$ cat src/rtl/bus_timer_pkg.sv
// Shared definitions for the memory-mapped machine timer: register offsets,
// CTRL/STATUS bit positions, the MTIMECMP reset value and the address-window decode.
package bus_timer_pkg;

  localparam logic [2:0] TMR_MTIME_LO    = 3'd0;
  localparam logic [2:0] TMR_MTIME_HI    = 3'd1;
  localparam logic [2:0] TMR_MTIMECMP_LO = 3'd2;
  localparam logic [2:0] TMR_MTIMECMP_HI = 3'd3;
  localparam logic [2:0] TMR_CTRL        = 3'd4;
  localparam logic [2:0] TMR_STATUS      = 3'd5;

  localparam int CTRL_EN_BIT     = 0;
  localparam int CTRL_IE_BIT     = 1;
  localparam int CTRL_PRESC_LSB  = 8;
  localparam int STATUS_PEND_BIT = 0;
  localparam int STATUS_WRAP_BIT = 1;

  localparam logic [63:0] MTIMECMP_RST = 64'hFFFF_FFFF_FFFF_FFFF;

  // The block owns a 32-byte window; only the bits above the word offset are compared.
  function automatic logic in_window(input logic [31:0] adr, input logic [31:0] base);
    return adr[31:5] == base[31:5];
  endfunction

endpackage

$ cat src/rtl/bus_timer_if.sv
// CPU data-bus connection for the timer: write strobe, address, data both ways, interrupt.
// Handshake: no valid/ready pair exists; a write is accepted on every rising edge where
// WE_I=1 and the address hits the window, and reads are combinational with no strobe.
interface bus_timer_if;
  logic        WE_I;
  logic [31:0] ADR_I;
  logic [31:0] DAT_I;
  logic [31:0] DAT_O;
  logic        INT_O;

  modport master (output WE_I, ADR_I, DAT_I, input DAT_O, INT_O);
  modport slave  (input WE_I, ADR_I, DAT_I, output DAT_O, INT_O);
endinterface

$ cat src/rtl/bus_timer_prescaler.sv
// Divides the clock by PRESCALE+1 while enabled; tick marks the cycle on which
// MTIME advances.
module timer_prescaler #(
  parameter int PRESC_W = 8
) (
  input  logic               clk,
  input  logic               rst_n,
  input  logic               en,
  input  logic [PRESC_W-1:0] prescale,
  input  logic               clear,
  output logic               tick
);

  logic [PRESC_W-1:0] count;

  assign tick = en && (count == prescale);

  // A clear restarts the period even if this cycle also ticks.
  always_ff @(posedge clk or negedge rst_n) begin
    if (!rst_n) begin
      count <= '0;
    end else if (clear) begin
      count <= '0;
    end else if (en) begin
      if (tick) count <= '0;
      else      count <= count + 1'b1;
    end
  end

endmodule

$ cat src/rtl/bus_timer.sv
// Machine timer: 64-bit MTIME with prescaler, 64-bit MTIMECMP, CTRL/STATUS registers,
// combinational read mux and a registered level interrupt.
module bus_timer
  import bus_timer_pkg::*;
#(
  parameter logic [31:0] BASE_ADDR = 32'h0001_0000,
  parameter int          PRESC_W   = 8
) (
  input  logic       CLK_I,
  input  logic       RST_I,
  bus_timer_if.slave bus
);

  logic               sel;
  logic               wr;
  logic [2:0]         off;
  logic [63:0]        mtime;
  logic [63:0]        mtimecmp;
  logic               en;
  logic               ie;
  logic [PRESC_W-1:0] prescale;
  logic               wrap;
  logic               int_q;
  logic               tick;
  logic               pend;
  logic               mtime_wr;
  logic               presc_clear;
  logic [31:0]        rdata;
  logic               unused_adr;

  assign sel         = in_window(bus.ADR_I, BASE_ADDR);
  assign off         = bus.ADR_I[4:2];
  assign wr          = bus.WE_I & sel;
  assign mtime_wr    = wr & ((off == TMR_MTIME_LO) | (off == TMR_MTIME_HI));
  assign presc_clear = mtime_wr | (wr & (off == TMR_CTRL));
  assign pend        = mtime >= mtimecmp;
  assign unused_adr  = ^bus.ADR_I[1:0];

  timer_prescaler #(.PRESC_W(PRESC_W)) u_prescaler (
    .clk      (CLK_I),
    .rst_n    (RST_I),
    .en       (en),
    .prescale (prescale),
    .clear    (presc_clear),
    .tick     (tick)
  );

  // A software write to either MTIME half suppresses that cycle's increment.
  always_ff @(posedge CLK_I or negedge RST_I) begin
    if (!RST_I) begin
      mtime <= '0;
    end else if (wr && off == TMR_MTIME_LO) begin
      mtime[31:0] <= bus.DAT_I;
    end else if (wr && off == TMR_MTIME_HI) begin
      mtime[63:32] <= bus.DAT_I;
    end else if (tick) begin
      mtime <= mtime + 64'd1;
    end
  end

  always_ff @(posedge CLK_I or negedge RST_I) begin
    if (!RST_I) begin
      mtimecmp <= MTIMECMP_RST;
      en       <= 1'b0;
      ie       <= 1'b0;
      prescale <= '0;
    end else if (wr) begin
      if (off == TMR_MTIMECMP_LO) mtimecmp[31:0]  <= bus.DAT_I;
      if (off == TMR_MTIMECMP_HI) mtimecmp[63:32] <= bus.DAT_I;
      if (off == TMR_CTRL) begin
        en       <= bus.DAT_I[CTRL_EN_BIT];
        ie       <= bus.DAT_I[CTRL_IE_BIT];
        prescale <= bus.DAT_I[CTRL_PRESC_LSB +: PRESC_W];
      end
    end
  end

  // A wrap landing in the same cycle as the W1C clear keeps the flag set.
  always_ff @(posedge CLK_I or negedge RST_I) begin
    if (!RST_I) begin
      wrap <= 1'b0;
    end else if (tick && !mtime_wr && (&mtime)) begin
      wrap <= 1'b1;
    end else if (wr && off == TMR_STATUS && bus.DAT_I[STATUS_WRAP_BIT]) begin
      wrap <= 1'b0;
    end
  end

  always_ff @(posedge CLK_I or negedge RST_I) begin
    if (!RST_I) int_q <= 1'b0;
    else        int_q <= ie & pend;
  end

  always_comb begin
    rdata = '0;
    if (sel) begin
      case (off)
        TMR_MTIME_LO:    rdata = mtime[31:0];
        TMR_MTIME_HI:    rdata = mtime[63:32];
        TMR_MTIMECMP_LO: rdata = mtimecmp[31:0];
        TMR_MTIMECMP_HI: rdata = mtimecmp[63:32];
        TMR_CTRL: begin
          rdata[CTRL_EN_BIT]                   = en;
          rdata[CTRL_IE_BIT]                   = ie;
          rdata[CTRL_PRESC_LSB +: PRESC_W]     = prescale;
        end
        TMR_STATUS: begin
          rdata[STATUS_PEND_BIT] = pend;
          rdata[STATUS_WRAP_BIT] = wrap;
        end
        default:         rdata = '0;
      endcase
    end
  end

  assign bus.DAT_O = rdata;
  assign bus.INT_O = int_q;

endmodule
$ cat src/flat_wrapper.sv
// flat-port wrapper written by rule: the top's interface ports become plain ports
module bus_timer_flat import bus_timer_pkg::*;
#(
  parameter logic [31:0] BASE_ADDR = 32'h0001_0000,
  parameter int          PRESC_W   = 8
)
  (CLK_I, RST_I, bus_WE_I, bus_ADR_I, bus_DAT_I, bus_DAT_O, bus_INT_O);
  bus_timer_if bus_i ();
  input  logic CLK_I;
  input  logic RST_I;
  input wire logic [$bits(bus_i.WE_I)-1:0] bus_WE_I;
  input wire logic [$bits(bus_i.ADR_I)-1:0] bus_ADR_I;
  input wire logic [$bits(bus_i.DAT_I)-1:0] bus_DAT_I;
  output wire logic [$bits(bus_i.DAT_O)-1:0] bus_DAT_O;
  output wire logic [$bits(bus_i.INT_O)-1:0] bus_INT_O;
  assign bus_i.WE_I = bus_WE_I;
  assign bus_i.ADR_I = bus_ADR_I;
  assign bus_i.DAT_I = bus_DAT_I;
  assign bus_DAT_O = bus_i.DAT_O;
  assign bus_INT_O = bus_i.INT_O;
  bus_timer #(.BASE_ADDR(BASE_ADDR), .PRESC_W(PRESC_W)) u_core (.CLK_I(CLK_I), .RST_I(RST_I), .bus(bus_i));
endmodule
$ cat config.mk
export PLATFORM = sky130hd
export DESIGN_NAME = bus_timer_flat
export DESIGN_NICKNAME = d
export VERILOG_FILES = /design/src/rtl/bus_timer_pkg.sv /design/src/rtl/bus_timer_if.sv /design/src/rtl/bus_timer_prescaler.sv /design/src/rtl/bus_timer.sv /design/src/flat_wrapper.sv
export SDC_FILE = /design/constraint.sdc
export NUM_CORES = 1
export LEC_CHECK = 0
export CAP_MARGIN = 10
export CORE_ASPECT_RATIO = 0.75
export CORE_MARGIN = 2
export CORE_UTILIZATION = 55
export CTS_BUF_LIST = sky130_fd_sc_hd__clkbuf_16
export DETAILED_ROUTE_END_ITERATION = 8
export GPL_TIMING_DRIVEN = 0
export PLACE_DENSITY = 0.85
export SYNTH_ARGS = -nofsm -noshare
export SYNTH_HDL_FRONTEND = slang
export SYNTH_SLANG_ARGS = --single-unit
export TNS_END_PERCENT = 50
$ cat constraint.sdc
create_clock -name CLK_I -period 3.2 [get_ports CLK_I]
set_input_delay 0.64 -clock CLK_I [delete_from_list [all_inputs] [get_ports CLK_I]]
set_output_delay 0.64 -clock CLK_I [all_outputs]
set_load 0.1 [all_outputs]
# Word-level counts from Yosys, hierarchy flattened
# Cells that the tools add are included.
# W data, S select, Z words.
dict set report op_classes {
  n_addsub 2
  n_lt_le_gt_ge 1
  n_eq_ne 8
  muxes 14
  n_bitwise 7
  reduce_logical 19
}
# op count
set op_table {}
lappend op_table {{$mux W32} 4}
lappend op_table {{$add A64 B1 Y64 const B} 1}
lappend op_table {{$ge A64 B64 Y1} 1}
lappend op_table {{$mux W64} 1}
lappend op_table {{$pmux W16 S4} 1}
lappend op_table {{$reduce_and A64 Y1} 1}
lappend op_table {{$pmux W8 S5} 1}
lappend op_table {{$eq A27 B12 Y1 const B} 1}
lappend op_table {{$mux W8} 3}
lappend op_table {{$pmux W6 S4} 1}
lappend op_table {{$pmux W2 S6} 1}
lappend op_table {{$reduce_and A2 Y1} 5}
lappend op_table {{$add A8 B1 Y8 const B} 1}
lappend op_table {{$eq A8 B8 Y1} 1}
lappend op_table {{$reduce_bool A2 Y1} 4}
lappend op_table {{$logic_and A1 B1 Y1} 7}
lappend op_table {{$eq A3 B2 Y1 const B} 2}
lappend op_table {{$eq A3 B3 Y1 const B} 2}
lappend op_table {{$and A1 B1 Y1} 4}
lappend op_table {{$eq A3 B1 Y1 const B} 1}
lappend op_table {{$logic_not A3 Y1} 1}
lappend op_table {{$mux W1} 2}
lappend op_table {{$ne A2 B1 Y1 const B} 1}
lappend op_table {{$or A1 B1 Y1} 2}
lappend op_table {{other kinds (2)} 2}
dict set report totals {
  reg_bits 148
  inputBits 67
  out_inout_bits 33
  wordCells 61
}

# Depth between registers and ports, before layout
# Gate-level depths: netlist of the first run.
dict set report logic_depth {
  depth_word 7
  depth_mapped 11
  mapped_depth_nobuf 10
}

# Hierarchy
# Synthesis of the first run repeated with hierarchy kept, for this count alone.
dict set report unflattened {
  cells_unflattened 1238
  hier_area_um2 10047.1
}
# mod n_inst cells_each area_per_inst_um2 seq_area_each_um2
set by_module_without_submodules {}
lappend by_module_without_submodules {bus_timer 1 1181 9532.9 3583.4}
lappend by_module_without_submodules {timer_prescaler 1 57 514.2 200.2}

# Worst setup path before layout of the first run
# No wires, ideal clock.
dict set report synth_path {
  path_kind {reg2out}
  start {register u_core.mtimecmp[30]}
  end {output port bus_DAT_O[0]}
  arrival_time_ns 4.404
  required_ns 2.560
  setup_slack_ns -1.844
  stages_incl_launch_ff 10
  n_path_buf 0
  path_cell_list {dfstp_2 -> inv_1 -> ha_1 -> nand4_1 -> nor4_1 -> nor4b_1 -> a211oi_1 -> o41ai_1 -> a31oi_1 -> a211oi_1}
}
dict set report synth_via {
  elab_chain_cells 3
}
# element line
set synth_lines {}
lappend synth_lines {{from (decl)} bus_timer.sv:18} ;# logic [63:0] mtimecmp;
lappend synth_lines {{from (signal assigned)} bus_timer.sv:68} ;# if (off == TMR_MTIMECMP_LO) mtimecmp[31:0] <= bus.DAT_I;
lappend synth_lines {{$ge A64 B64 Y1} bus_timer.sv:36} ;# assign pend = mtime >= mtimecmp;
lappend synth_lines {{$pmux W2 S6} bus_timer.sv:97} ;# case (off)
lappend synth_lines {{$mux W32} bus_timer.sv:96} ;# if (sel) begin
lappend synth_lines {{to (decl)} flat_wrapper.sv:14} ;# output wire logic [$bits(bus_i.DAT_O)-1:0] bus_DAT_O;
# Every way passes these cells.

# Worst setup path in the final report of the first run
dict set report layout_path {
  start {register u_core.mtimecmp[39]}
  end {output port bus_DAT_O[0]}
}
# Same word-level chain as after synthesis.

==> impl_metrics.json, run 1 <==
{
  "status": "complete, but fails checks",
  "violations": "negative setup slack",
  "grt_max_degree": 95,
  "cp-end-kind": "output port",
  "period_needed_ns": 4.18,
  "ant_nets": 0,
  "syn_inst": 1190,
  "regArea_um2": 3780,
  "critPathBufInv": 3,
  "die_area_um2": 18900,
  "hold_ws_ns": 0.148,
  "slowest_delay_ns": 0.56,
  "avgRoutedWirePerCell_um": 24.5,
  "grt_util_met2_pct": 57.5,
  "fp.dieH_um": 120,
  "clk_path_buf_depth": 2,
  "drt_iter0_markers": 1830,
  "hold_violations": 0,
  "final_cell_mix": "nand2_1, o21ai_0, a21oi_1",
  "cts_tree": "done",
  "grt_pass1_vias": 10100,
  "power_density_nw_per_um2": 337,
  "gp_congestion": 1.06,
  "use_met3_pct": 13.5,
  "design.core.area_um2": 17600,
  "clockRootBuffer": "clkbuf_16",
  "dp_slack_ns": -2.57,
  "worstSetupPathType": "reg -> out",
  "power_frac_clock_pct": 48.9,
  "final_common_cell": "nand2_1",
  "start_util_pct": 55.9,
  "post_synth.cell_area_avg_um2": 8.25,
  "grt-busiest-layer": "met2",
  "ir_worst_vdd_mv": 0.327,
  "tightest_slew_ns": 0.974,
  "n_fill_cell": 1316,
  "cts.sinks": 148,
  "cp.arrival_ns": 3.54,
  "setup_viol": 21,
  "skew_ns": 0.00915,
  "p_sw_mw": 1.11,
  "startpoint": "u_core.mtimecmp[39]",
  "drt_first_pass_iters": 8,
  "drc": 0,
  "tns_ns": -2.40,
  "max_freq_mhz": 239,
  "place_inst": 1528,
  "critPathSlowestCell": "dfstp_2",
  "cts_hold_buf": 0,
  "postLayoutSetupSlackWorst_ns": -0.983,
  "row_count": 42,
  "vias": 10900,
  "async_flop_share_pct": 100,
  "max-cap-violations": 0,
  "synth_edf_count": 0,
  "antenna_found_initial": 0,
  "use_met1_pct": 56.6,
  "period_share_pct": 131,
  "vias_per_cell": 6.87,
  "htreeDepth": 4,
  "fin_area_um2": 12700,
  "switching_share_pct": 26.0,
  "comb_power_share_pct": 7.2,
  "fin_nets": 1462,
  "synth_flop_cell": "dfrtp_1",
  "clkTransAtPathRegs_ns": 0.07,
  "path_cells": "inv_1 > ha_1 > nand2_1 > o21ai_0 > a21oi_1 > o21ai_0 > a21oi_1 > o41ai_2 > buf_4 > a31oi_4 > a211oi_4 > buf_12",
  "synth_cell_types": 64,
  "ys_seq_elements": 148,
  "p_leak_nw": 5.80,
  "grt_pass1_wl_um": 57800,
  "grtUsageTotal_pct": 40.5,
  "seqPwrFrac_pct": 43.9,
  "grt-ovfl-total": 0,
  "drt_wl_total_um": 38700,
  "path_delay_family": "compound AO/OA/AOI/OAI gates",
  "syn_to_final_growth_pct": 29.3,
  "insertion_delay_ns": 0.44,
  "worstPathRequired_ns": 2.56,
  "fin_cells": 1584,
  "critPathMaxFanout": 2,
  "relSlewSlack_pct": 34.8,
  "syn_nets": 1323,
  "p_int_mw": 3.16,
  "r2r_start": "u_core.mtime[15]",
  "synth-seq-area-share_pct": 38.6,
  "syn_area_um2": 9810,
  "hpwlAfterDp_um": 26700,
  "drive_gt1_share_pct": 20.9,
  "start_kind": "register",
  "rsz0062_at_grt": "true",
  "hp-class": "in -> async",
  "die_w_um": 158,
  "diodes": 0,
  "io_pins": 100,
  "portBuffers": 95,
  "yosys_warnings": 0,
  "multiInputGateArea_um2": 6020,
  "placed_cell_area_um2": 11400,
  "cts_made_buffers": 17,
  "slew_violations": 0
}
-- timing repair --
action / CTS / global route
buffers inserted: 15 / 13
pin swaps: 10 / 6
setup endpoints to repair: 135 / 152
gates resized for setup: 274 / 68
-- per-stage QoR --
| stage | total power, mW | util, % |
|---|---|---|
| floorplan | 2.00 | - |
| global placement | 2.18 | 65.1 |
| detailed placement | 2.18 | 65.2 |
| CTS | 4.24 | 70.7 |
| global route | 4.35 | 72.3 |
| finish | 4.27 | 72.3 |
-- power groups by stage --
| stage | Combinational, mW | Clock [mW] | Sequential, mW |
|---|---|---|---|
| floorplan | 0.0913 | 0 | 1.91 |
| CTS | 0.291 | 2.08 | 1.87 |
| global route | 0.320 | 2.16 | 1.87 |
| finish | 0.309 | 2.09 | 1.87 |
| detailed placement | 0.277 | 0 | 1.91 |
| global placement | 0.271 | 0 | 1.91 |
-- flip-flops by register name, summed over array words and instances, names as in the netlist --
register / cells
u_core.bus.INT_O: 1
u_core.en: 1
u_core.ie: 1
u_core.mtime: 64
u_core.mtimecmp: 64
u_core.prescale: 8
u_core.u_prescaler.count: 8
u_core.wrap: 1
-- logic make-up (layout without fill, tap and decap cells) --
family	count (synthesis)	in the layout	share of synthesized area [%]
compound gates	440	440	25.9
xor+xnor	11	11	0.982
fa+ha+maj	66	66	8.42
mux	21	21	2.30
flops	148	148	38.6
simple gates	358	358	18.0
buf+inv	146	298	5.76
-- final timing paths --
check | to | slack [ns] | depth (start not counted)
hold reg to reg | u_core.mtimecmp[55] | 0.52 | 2
setup reg to reg | u_core.mtime[62] | 0.16 | 9
hold / removal | u_core.u_prescaler.count[2] | 0.15 | 1
max in group asynchronous | u_core.mtimecmp[34] | 2.15 | 2
min in group CLK_I | u_core.mtimecmp[55] | 0.52 | 2
setup / recovery | bus_DAT_O[0] | -0.98 | 12
-- cells in the mapped netlist (4+ instances only) --
cell type  count  area (um2)
o21ai_0      141         706
mux2i_1        9        90.1
xor2_1         8        70.1
dfstp_2       64        1680
a22oi_1       53         398
o22ai_1       32         200
a21o_1        13        97.6
dfrtp_1       84        2100
buf_1          7        26.3
nor3_1        17        85.1
nand3_1       38         190
nand4_1       28         175
nor4_1        15        93.8
and4_1        10        87.6
a21oi_1      157         786
nand2_1      145         544
a31oi_1        7        43.8
ha_1          66         826
inv_1         75         282
nand2b_1       7        43.8
buf_2          8        40.0
a221oi_1       4        35.0
and3_1         9        56.3
clkbuf_1      55         206
and2_1         6        37.5
o31ai_1        4        30.0
nor2_1        56         210
mux2_2        12         135
-- area by class of cell --
| cell class | instances | share of cell area, % |
|---|---|---|
| buffer | 67 | 2.80 |
| multi-input combinational | 896 | 47.4 |
| timing repair buffer | 124 | 10.6 |
| sequential | 148 | 29.8 |
| tap | 242 | 2.39 |
| clock inverter | 15 | 1.37 |
| inverter | 75 | 2.22 |
| clock buffer | 17 | 3.35 |
-- per-layer routing --
| layer | part of all wire, % | up-vias | wire [um] |
|---|---|---|---|
| li1 | - | 4635 | - |
| met1 | 38 | 5136 | 14800 |
| met2 | 42 | 904 | 16200 |
| met3 | 15 | 204 | 5760 |
| met4 | 5.2 | 0 | 2000 |
| met5 | 0 | - | 0 |
-- worst reg2reg max path: stages, from the launching register on --
cell	delay, ns
dfrtp_1	0.35
buf_2	0.21
and4_1	0.33
nand3_1	0.26
nor4_4	0.42
nand2_2	0.20
or2_4	0.31
nor4_2	0.38
o21ai_0	0.13
a221o_1	0.34
Note: power is estimated with default switching activity, not from simulation.
==> run 2, diff against run 1 <==
SLEW_MARGIN = 25   (was not set)
==> impl_metrics.json, run 2 (same netlist as run 1, synthesis figures left out) <==
{
  "status": "complete, but fails checks",
  "grt-ovfl-total": 0,
  "design.core.area_um2": 17600,
  "hold_violations": 0,
  "vias_per_cell": 6.83,
  "die_w_um": 158,
  "n_fill_cell": 1360,
  "ant_nets": 0,
  "fin_area_um2": 12700,
  "fin_nets": 1473,
  "fin_cells": 1595,
  "diodes": 0,
  "dp_slack_ns": -2.28,
  "grt_pass1_wl_um": 58600,
  "clk_path_buf_depth": 2,
  "io_pins": 100,
  "cts.sinks": 148,
  "drt_wl_total_um": 39100,
  "relSlewSlack_pct": 35.0,
  "path_cells": "inv_1 > ha_1 > nand4_1 > buf_6 > nor4_4 > buf_4 > a221oi_2 > o211ai_1 > a211oi_2 > o41ai_2 > buf_4 > a31oi_4 > a211oi_4 > buf_12",
  "cp-end-kind": "output port",
  "final_common_cell": "nand2_1",
  "crit_path_frequent_cell": "buf_4",
  "grt_max_degree": 94,
  "gp_congestion": 1.06,
  "drive_gt1_share_pct": 22.8,
  "slew_violations": 0,
  "insertion_delay_ns": 0.44,
  "power_density_nw_per_um2": 330,
  "period_share_pct": 128,
  "skew_ns": 0.00814,
  "p_leak_nw": 5.68,
  "cp.arrival_ns": 3.47,
  "max_freq_mhz": 243,
  "hpwlAfterDp_um": 26700,
  "avgRoutedWirePerCell_um": 24.5,
  "antenna_found_initial": 0,
  "drt_first_pass_iters": 9,
  "syn_to_final_growth_pct": 29.5,
  "grtUsageTotal_pct": 41.4,
  "rsz0062_at_grt": "true",
  "row_count": 42,
  "final_cell_mix": "nand2_1, o21ai_0, a21oi_1",
  "fp.dieH_um": 120,
  "ir_worst_vdd_mv": 0.401,
  "grt_pass1_vias": 10400,
  "slowest_delay_ns": 0.53,
  "placed_cell_area_um2": 11500,
  "cts_made_buffers": 17,
  "place_inst": 1529,
  "tightest_slew_ns": 0.971,
  "postLayoutSetupSlackWorst_ns": -0.909,
  "max-cap-violations": 0,
  "clkTransAtPathRegs_ns": 0.07,
  "worstPathRequired_ns": 2.56,
  "drc": 8,
  "setup_viol": 1,
  "start_util_pct": 55.9,
  "drt_iter0_markers": 1974,
  "hp-class": "in -> async",
  "portBuffers": 95,
  "worstSetupPathType": "reg -> out",
  "violations": "design-rule violations, negative setup slack",
  "period_needed_ns": 4.11,
  "htreeDepth": 4,
  "start_kind": "register",
  "cts_tree": "done",
  "clockRootBuffer": "clkbuf_16",
  "reg.largest.list": "u_core.mtime (64), u_core.mtimecmp (64)",
  "critPathMaxFanout": 2,
  "finalPower_mw": 4.19,
  "vias": 10900,
  "die_area_um2": 18900,
  "critPathSlowestCell": "dfstp_2",
  "cts_hold_buf": 0
}
[run 2: final cells by class]
cell class                 instances  area, um2  share of cell area [%]
multi-input combinational        896       6110                    48.1
sequential                       148       3780                    29.8
timing repair buffer             135       1290                    10.2
clock buffer                      17        425                    3.35
buffer                            67        363                    2.86
tap                              242        303                    2.38
inverter                          75        282                    2.22
clock inverter                    15        149                    1.17
[run 2: through the flow]
stage          util, %  TNS [ns]  hold WS [ns]
6_report          72.4    -0.909        0.0991
5_1_grt           72.4    -0.983         0.151
4_1_cts           70.5    -0.902         0.132
3_3_place_gp      65.1   -681.96         0.501
3_5_place_dp      65.3   -141.73         0.505
2_1_floorplan        -     -1.59         0.344
[run 2: power breakdown]
part	switching, mW	total [mW]	leakage, nW	internal, mW
combinational	0.194	0.304	3.80	0.110
sequential	0.000000116	1.87	1.61	1.87
clock	0.924	2.01	0.277	1.09
[run 2: metal layers]
metal / up-vias / GRT usage [%] / wire length [um]
met4: 2 / 21.2 / 2100
met1: 5143 / 55.0 / 15000
met2: 896 / 56.7 / 16000
met5: - / 0 / 27
li1: 4662 / - / -
met3: 195 / 18.3 / 6040
[run 2: path summary, 6_finish.rpt]
path | cells after the start | from | end | slack [ns]
max in group asynchronous | 2 | RST_I | u_core.mtimecmp[29] | 2.21
max reg2reg | 10 | u_core.mtime[25] | u_core.mtime[62] | 0.10
min in group CLK_I | 1 | u_core.ie | u_core.bus.INT_O | 0.52
max | 14 | u_core.mtimecmp[28] | bus_DAT_O[0] | -0.91
min | 1 | RST_I | u_core.u_prescaler.count[3] | 0.1
min reg2reg | 1 | u_core.ie | u_core.bus.INT_O | 0.52
[run 2: what timing repair did]
| item | CTS | global route |
|---|---|---|
| resized for setup | 302 | 68 |
| pin swaps | 16 | 16 |
| hold endpoints to repair | 0 | 0 |
| setup endpoints to repair | 133 | 154 |
| buffers inserted | 22 | 17 |
[run 2: worst max-delay path, delay by kind of cell, from the launching register on]
| kind | cells | cell delay [ns] |
|---|---|---|
| fa+ha+maj | 1 | 0.28 |
| simple gates | 2 | 0.46 |
| flops | 1 | 0.53 |
| buf+inv | 5 | 0.85 |
| compound gates | 6 | 0.91 |
